==> src/rtl/scr1_imem_req_buf_pkg.sv <==
// Shared IMEM interface types and constants for the instruction-memory request buffer.
package scr1_imem_req_buf_pkg;

   localparam int SCR1_IMEM_AWIDTH             = 32;
   localparam int SCR1_IMEM_DWIDTH             = 32;
   localparam int SCR1_IMEM_BUF_OUTST_MAX_DFLT = 2;

   typedef enum logic {
      SCR1_MEM_CMD_RD = 1'b0,
      SCR1_MEM_CMD_WR = 1'b1
   } type_scr1_mem_cmd_e;

   typedef enum logic [1:0] {
      SCR1_MEM_RESP_NOTRDY = 2'b00,
      SCR1_MEM_RESP_RDY_OK = 2'b01,
      SCR1_MEM_RESP_RDY_ER = 2'b10
   } type_scr1_mem_resp_e;

endpackage : scr1_imem_req_buf_pkg

==> src/rtl/scr1_imem_req_buf.sv <==
// IMEM request buffer: 1-entry request slot, outstanding counter, in-order response return.
// Define SCR1_IMEM_BUF_RESP_REG_EN to register the response path (one extra cycle of latency).
module scr1_imem_req_buf
   import scr1_imem_req_buf_pkg::*;
#(
   parameter int OUTST_MAX = SCR1_IMEM_BUF_OUTST_MAX_DFLT
) (
   input  logic                        clk,
   input  logic                        rst_n,
   input  logic                        pipe2imem_req_i,
   input  type_scr1_mem_cmd_e          pipe2imem_cmd_i,
   input  logic [SCR1_IMEM_AWIDTH-1:0] pipe2imem_addr_i,
   output logic                        imem2pipe_req_ack_o,
   output logic [SCR1_IMEM_DWIDTH-1:0] imem2pipe_rdata_o,
   output type_scr1_mem_resp_e         imem2pipe_resp_o,
   output logic                        buf2imem_req_o,
   output type_scr1_mem_cmd_e          buf2imem_cmd_o,
   output logic [SCR1_IMEM_AWIDTH-1:0] buf2imem_addr_o,
   input  logic                        imem2buf_req_ack_i,
   input  logic [SCR1_IMEM_DWIDTH-1:0] imem2buf_rdata_i,
   input  type_scr1_mem_resp_e         imem2buf_resp_i,
   output logic                        buf_busy_o,
   output logic                        buf_unexp_resp_o
);

   localparam int CNT_W = $clog2(OUTST_MAX + 1);

   logic                        slot_vld;
   type_scr1_mem_cmd_e          slot_cmd;
   logic [SCR1_IMEM_AWIDTH-1:0] slot_addr;
   logic [CNT_W-1:0]            cnt;
   logic                        unexp;

   logic ack;
   logic accept;
   logic fab_resp;
   logic fwd;
   logic dec;

   // Outputs are forced idle while rst_n is low, not just after the reset edge.
   assign ack      = rst_n & ~slot_vld & (cnt < CNT_W'(OUTST_MAX));
   assign accept   = pipe2imem_req_i & ack;
   assign fab_resp = (imem2buf_resp_i != SCR1_MEM_RESP_NOTRDY);

`ifdef SCR1_IMEM_BUF_RESP_REG_EN
   type_scr1_mem_resp_e         resp_r;
   logic [SCR1_IMEM_DWIDTH-1:0] rdata_r;

   // A response sitting in resp_r is still counted in cnt, so exclude it when judging a new one.
   assign dec = (resp_r != SCR1_MEM_RESP_NOTRDY);
   assign fwd = fab_resp & (cnt > CNT_W'(dec));

   always_ff @(posedge clk) begin
      if (!rst_n) begin
         resp_r  <= SCR1_MEM_RESP_NOTRDY;
         rdata_r <= '0;
      end else begin
         resp_r  <= fwd ? imem2buf_resp_i : SCR1_MEM_RESP_NOTRDY;
         rdata_r <= imem2buf_rdata_i;
      end
   end

   assign imem2pipe_resp_o  = rst_n ? resp_r : SCR1_MEM_RESP_NOTRDY;
   assign imem2pipe_rdata_o = rst_n ? rdata_r : '0;
`else
   assign fwd = fab_resp & (cnt != '0);
   assign dec = fwd;

   assign imem2pipe_resp_o  = (rst_n & fwd) ? imem2buf_resp_i : SCR1_MEM_RESP_NOTRDY;
   assign imem2pipe_rdata_o = rst_n ? imem2buf_rdata_i : '0;
`endif

   always_ff @(posedge clk) begin
      if (!rst_n) begin
         slot_vld  <= 1'b0;
         slot_cmd  <= SCR1_MEM_CMD_RD;
         slot_addr <= '0;
         cnt       <= '0;
         unexp     <= 1'b0;
      end else begin
         if (accept) begin
            slot_vld  <= 1'b1;
            slot_cmd  <= pipe2imem_cmd_i;
            slot_addr <= pipe2imem_addr_i;
         end else if (imem2buf_req_ack_i) begin
            slot_vld  <= 1'b0;
         end
         case ({accept, dec})
            2'b10:   cnt <= cnt + 1'b1;
            2'b01:   cnt <= cnt - 1'b1;
            default: cnt <= cnt;
         endcase
         if (fab_resp & ~fwd) unexp <= 1'b1;
      end
   end

   assign imem2pipe_req_ack_o = ack;
   assign buf2imem_req_o      = rst_n & slot_vld;
   assign buf2imem_cmd_o      = slot_cmd;
   assign buf2imem_addr_o     = slot_addr;
   assign buf_busy_o          = rst_n & (slot_vld | (cnt != '0));
   assign buf_unexp_resp_o    = rst_n & unexp;

`ifndef SYNTHESIS
   a_no_x: assert property (@(posedge clk) disable iff (!rst_n)
      !$isunknown({pipe2imem_req_i, imem2buf_resp_i, buf2imem_req_o, imem2pipe_resp_o}));
   a_req_stable: assert property (@(posedge clk) disable iff (!rst_n)
      (buf2imem_req_o & ~imem2buf_req_ack_i) |=> ($stable(buf2imem_addr_o) && $stable(buf2imem_cmd_o)));
   a_cnt_max: assert property (@(posedge clk) disable iff (!rst_n)
      cnt <= CNT_W'(OUTST_MAX));
`endif

endmodule : scr1_imem_req_buf

==> config.mk <==
export PLATFORM = sky130hd
export DESIGN_NAME = scr1_imem_req_buf
export DESIGN_NICKNAME = d
export VERILOG_FILES = /design/src/rtl/scr1_imem_req_buf_pkg.sv /design/src/rtl/scr1_imem_req_buf.sv
export SDC_FILE = /design/constraint.sdc
export NUM_CORES = 1
export LEC_CHECK = 0
export ABC_AREA = 1
export CORE_AREA = 2 2 61 106
export DETAILED_ROUTE_END_ITERATION = 10
export DIE_AREA = 0 0 63 108
export DONT_BUFFER_PORTS = 1
export REMOVE_ABC_BUFFERS = 1
export SETUP_SLACK_MARGIN = 0.1
export SLEW_MARGIN = 20
export SYNTH_ARGS = -nofsm -noshare
export SYNTH_HDL_FRONTEND = slang
export SYNTH_SLANG_ARGS = --single-unit
==> constraint.sdc <==
create_clock -name clk -period 1.6 [get_ports clk]
set_input_delay 0.08 -clock clk [delete_from_list [all_inputs] [get_ports clk]]
set_output_delay 0.08 -clock clk [all_outputs]
set_load 0.1 [all_outputs]
* Yosys cells after proc, flatten, opt, wreduce, memory -nomap -nowiden
Cells that the tools add are included.
** Storage, ports and cells
- Output and inout bits :: 71
- Bits of input ports :: 71
- Register bits after elaboration :: 37
** Operators by class
- Multiplexer cells :: 5
- Order comparisons :: 1
- $add $sub $neg :: 2
- Reduce and logical (&&, ||, !) cells :: 4
- Bitwise logic cells :: 12
- Equality and inequality tests :: 2
** Operators by type and width (number)
- two-way mux 32 bit :: 1
- bitwise AND 1 bit :: 9
- nonzero test 2 bit :: 4
- one-hot mux 2 bit (2 select lines) :: 1
- adder 2 x 1 -> 2 bit (second input constant) :: 1
- equality test 2 x 1 -> 1 bit (second input constant) :: 1
- equality test 2 bit (second input constant) :: 1
- < comparator 2 bit (second input constant) :: 1
- two-way mux 1 bit :: 2
- two-way mux 2 bit :: 1
- inverter 1 bit :: 2
- subtractor 2 x 1 -> 2 bit (second input constant) :: 1
- bitwise OR 1 bit :: 1

* Depth between registers and ports, before layout
- Depth in word-level cells :: 6
- Gate-level depth with buffers :: 9
- Mapped depth without buffers :: 8

* Least setup slack after synthesis
Ideal clock, no wire load.
- Kind :: input port to output port
- Start :: input port rst_n
- End :: output port imem2pipe_req_ack_o
- Arrival time :: 2503 ps
- Slack :: -983 ps
- Path buffers :: 2
- Cell stages on the path :: 4
- Path through :: buf_2 -> buf_2 -> inv_1 -> nor3_1
** Between the ends
- Word-level cells in the longest chain between the ends :: 2
** Ends and longest elaborated chain
- from (decl) :: line scr1_imem_req_buf.sv:9 : input logic rst_n,
- bitwise AND 1 bit (2 in a row) :: line scr1_imem_req_buf.sv:41 : assign ack = rst_n & ~slot_vld & (cnt < CNT_W'(OUTST_MAX));
- to (decl) :: line scr1_imem_req_buf.sv:13 : output logic imem2pipe_req_ack_o,
Every way passes these cells.

* Final worst setup path
- Start :: register cnt[0]
- End :: output port buf_busy_o
** Between the ends
- Word-level cells in the longest chain between the ends :: 3
** Ends and longest elaborated chain
- from (decl) :: line scr1_imem_req_buf.sv:31 : logic [CNT_W-1:0] cnt;
- from (signal assigned) :: line scr1_imem_req_buf.sv:89 : 2'b10: cnt <= cnt + 1'b1;
- from (signal assigned) :: line scr1_imem_req_buf.sv:90 : 2'b01: cnt <= cnt - 1'b1;
- from (signal assigned) :: line scr1_imem_req_buf.sv:91 : default: cnt <= cnt;
- nonzero test 2 bit :: line scr1_imem_req_buf.sv:101 : assign buf_busy_o = rst_n & (slot_vld | (cnt != '0));
- bitwise OR 1 bit :: line scr1_imem_req_buf.sv:101
- bitwise AND 1 bit :: line scr1_imem_req_buf.sv:101
- to (decl) :: line scr1_imem_req_buf.sv:22 : output logic buf_busy_o,
Every way passes these cells.

==> summary.txt <==
STA
  • Fin crit period: between 1 and 1.5 ns
  • Worst clock skew: roughly 0.0058 ns
  • Fin crit share: 0.873
  • Fmax: 716 MHz
  • Slew margin rel.: 0.769
  • RSZ-0062 raised after global routing: no
  • Setup TNS: 0 ns
  • Slew of the pin with the lowest slew margin: between 0.3 and 0.4 ns
  • Slew Viols, Final: 0
  • Setup violators final: 0
  • Final hold vios: 0

Power and ir drop
  • P_sw: between 2 and 2.5 mW
  • Leakage: 1.79 nW
  • Internal power: between 2 and 2.5 mW
  • Tot Pwr: 4.47 mW
  • Clock power frac: 0.146
  • Seq pwr share: 0.271
  • PD cells: between 1500 and 2000 nW/um2
  • Worst vdd ir: between 600 and 700 uV
  • Sw frac: 0.548
  • Comb pwr share: 0.584

Critical path
  • CP max-delay cell: dfxtp_2
  • CP startpoint kind: flop
  • Crit-path leading delay family: flip-flops
  • Critical path type: flop to output port
  • Crit Path Max Fanout: 7
  • Worst Setup End Kind: output port
  • Max incr delay on CP: 0.35 ns
  • WP data arrival: about 1.3 ns
  • Cell-by-cell trace of the critical path: o21ai_1, nand2_1, buf_4
  • CP bufs+invs: 1
  • Required time of the worst setup path: 1.52 ns

Clocking
  • CTS buffer count: 5
  • Clk buf depth: 2
  • H-tree depth: 2
  • Clk slew on worst S/H paths: ~0.07 ns
  • Root buf cell: clkbuf_8
  • Post-CTS Setup Inserts: 0
  • CTS tree: built
  • Sink Count: 37
  • Worst skew pair latency: between 0.2 and 0.3 ns

Routing
  • Final WL: around 4900 um
  • DRC: 0
  • Post-DR vias/cell: ~4.1
  • Drt initial violations: 50
  • First-pass iteration count of the detailed router: 3
  • Post-DRT Antenna Nets: 0
  • Drt wl/cell: approximately 10 um
  • Via count: 2006

Cells and area
  • Final Cell Area: just under 3000 um2
  • Layout cells sized above 1: 0.206
  • Final antenna diode count: 0
  • Area grow syn2layout: 57.8%
  • Nets@finish: ~490

Outcome
  • Outcome: finished clean

Floorplanning
  • Die Wd: 63 um
  • I/O pin cnt: around 140
  • # rows: 37
  • Die Ht: between 100 and 150 um
  • Core area: a little under 6000 um2
  • Initial Util: 0.313
  • Die Footprint: around 6800 um2

Global routing
  • Initial antenna violation count: 0
  • Largest net degree at the start of global routing: 53
  • Gr usage total: 0.147
  • First-pass GRT wire length: 7900 um
  • Remaining global-route overflow: 0
  • Vias in the first global route: between 1500 and 2000

Yosys
  • Synthesis Warnings: 0
  • #FFs+latches synth: 37
  • Dominant cells by area after synthesis: dfxtp_1, nand2_1, nor2_1
  • Synth area leader: dfxtp_1
  • Synth cell types: 15
  • Netlist Area Pre-Place: 1840 um2
  • Share of Yosys cell area claimed by the top area cell type: 0.403
  • Syn Area/Cell: a little under 6 um2
  • Sequential area share after synthesis: 0.403
  • Number of standard cells after synthesis: between 300 and 400

Placement
  • Port bufs: 0
  • Post-DP HPWL: 3300 um
  • Post-DP Area: roughly 2400 um2
  • GPL Wtd Cong: approximately 0.78

Hold path
  • Hold crit path type: input pin to flop

Job
  • Max_cap viols: 0
placed cells by master (no fill, tap or decap), drive strengths merged:
cell type and instances:
a21oi 2, buf 73, clkbuf 8, dfxtp 37, dlygate4sd3 36, ha 1
inv 73, nand2 105, nand3 1, nand4 1, nor2 74, nor3 1
o21ai 5
through the flow:
stage                     instances  hold slack [ns]  setup slack (ns)  utilization
after floorplan                 300            0.192            -0.889            -
after global placement          451            0.203             0.250        0.413
after detailed placement        451            0.202             0.203        0.413
after CTS                       495           0.0788             0.179        0.492
after global routing            495           0.0958             0.125        0.494
final                           495           0.0845             0.203        0.494
cell type report:
| type | instances | area [um2] |
|---|---|---|
| timing repair buffer | 110 | 950 |
| fill | 568 | 2980 |
| inverter | 73 | 274 |
| clock buffer | 7 | 86.3 |
| tap | 78 | 97.6 |
| sequential | 37 | 743 |
| multi-input combinational | 190 | 751 |
repair_timing:
item | 4_1_cts | 5_1_grt
endpoints found under the hold margin | 37 | 0
hold buffers | 37 | 0
gates resized for setup | 1 | 3
setup endpoints to repair | 1 | 6
kinds of logic (layout without fill, tap and decap cells):
logic type,Yosys count,in the layout,synth area share
compound gates,7,7,0.0190
buf+inv,88,190,0.195
simple gates,182,182,0.377
flops,37,37,0.403
fa+ha+maj,1,1,0.00680
cell usage after synthesis:
cell and n:
inv_1 73, buf_4 1, buf_6 2, nand4_1 1, nand2_1 105, buf_1 1, ha_1 1, dfxtp_1 37
nor3_1 1, clkbuf_1 4, nand3_2 1, nor2_1 74, buf_2 7, a21oi_1 2, o21ai_0 5
tightest hold or removal path: cells and delay by family:
| family | cells | cell delay [ns] |
|---|---|---|
| simple gates | 2 | 0.11 |
| buf+inv | 1 | 0.15 |
per-layer routing:
| metal | GRT usage | part of all wire |
|---|---|---|
| met4 | 0.0762 | 0.021 |
| met1 | 0.124 | 0.35 |
| met5 | 0 | 0 |
| met2 | 0.309 | 0.57 |
| met3 | 0.0281 | 0.060 |
final timing paths:
check | start | to | slack [ns] | depth (start not counted)
hold / removal | rst_n | buf2imem_addr_o[19] | 0.08 | 3
hold reg to reg | unexp | unexp | 0.45 | 2
setup / recovery | cnt[0] | buf_busy_o | 0.20 | 3
setup reg to reg | cnt[0] | unexp | 0.26 | 4
power groups by stage:
| stage | combinational (mW) | clock, mW | sequential, mW |
|---|---|---|---|
| 6_report | 2.61 | 0.651 | 1.21 |
| 3_3_place_gp | 2.48 | 0 | 1.21 |
| 3_5_place_dp | 2.49 | 0 | 1.22 |
| 4_1_cts | 2.61 | 0.692 | 1.20 |
| 2_1_floorplan | 1.09 | 0 | 2.14 |
| 5_1_grt | 2.76 | 0.723 | 1.23 |
sequential cells by signal, indices dropped and copies added (netlist names):
signal and count:
cnt 2, buf2imem_addr_o 32, buf2imem_cmd_o 1, unexp 1, slot_vld 1
Power figures use the tool's default switching activity.
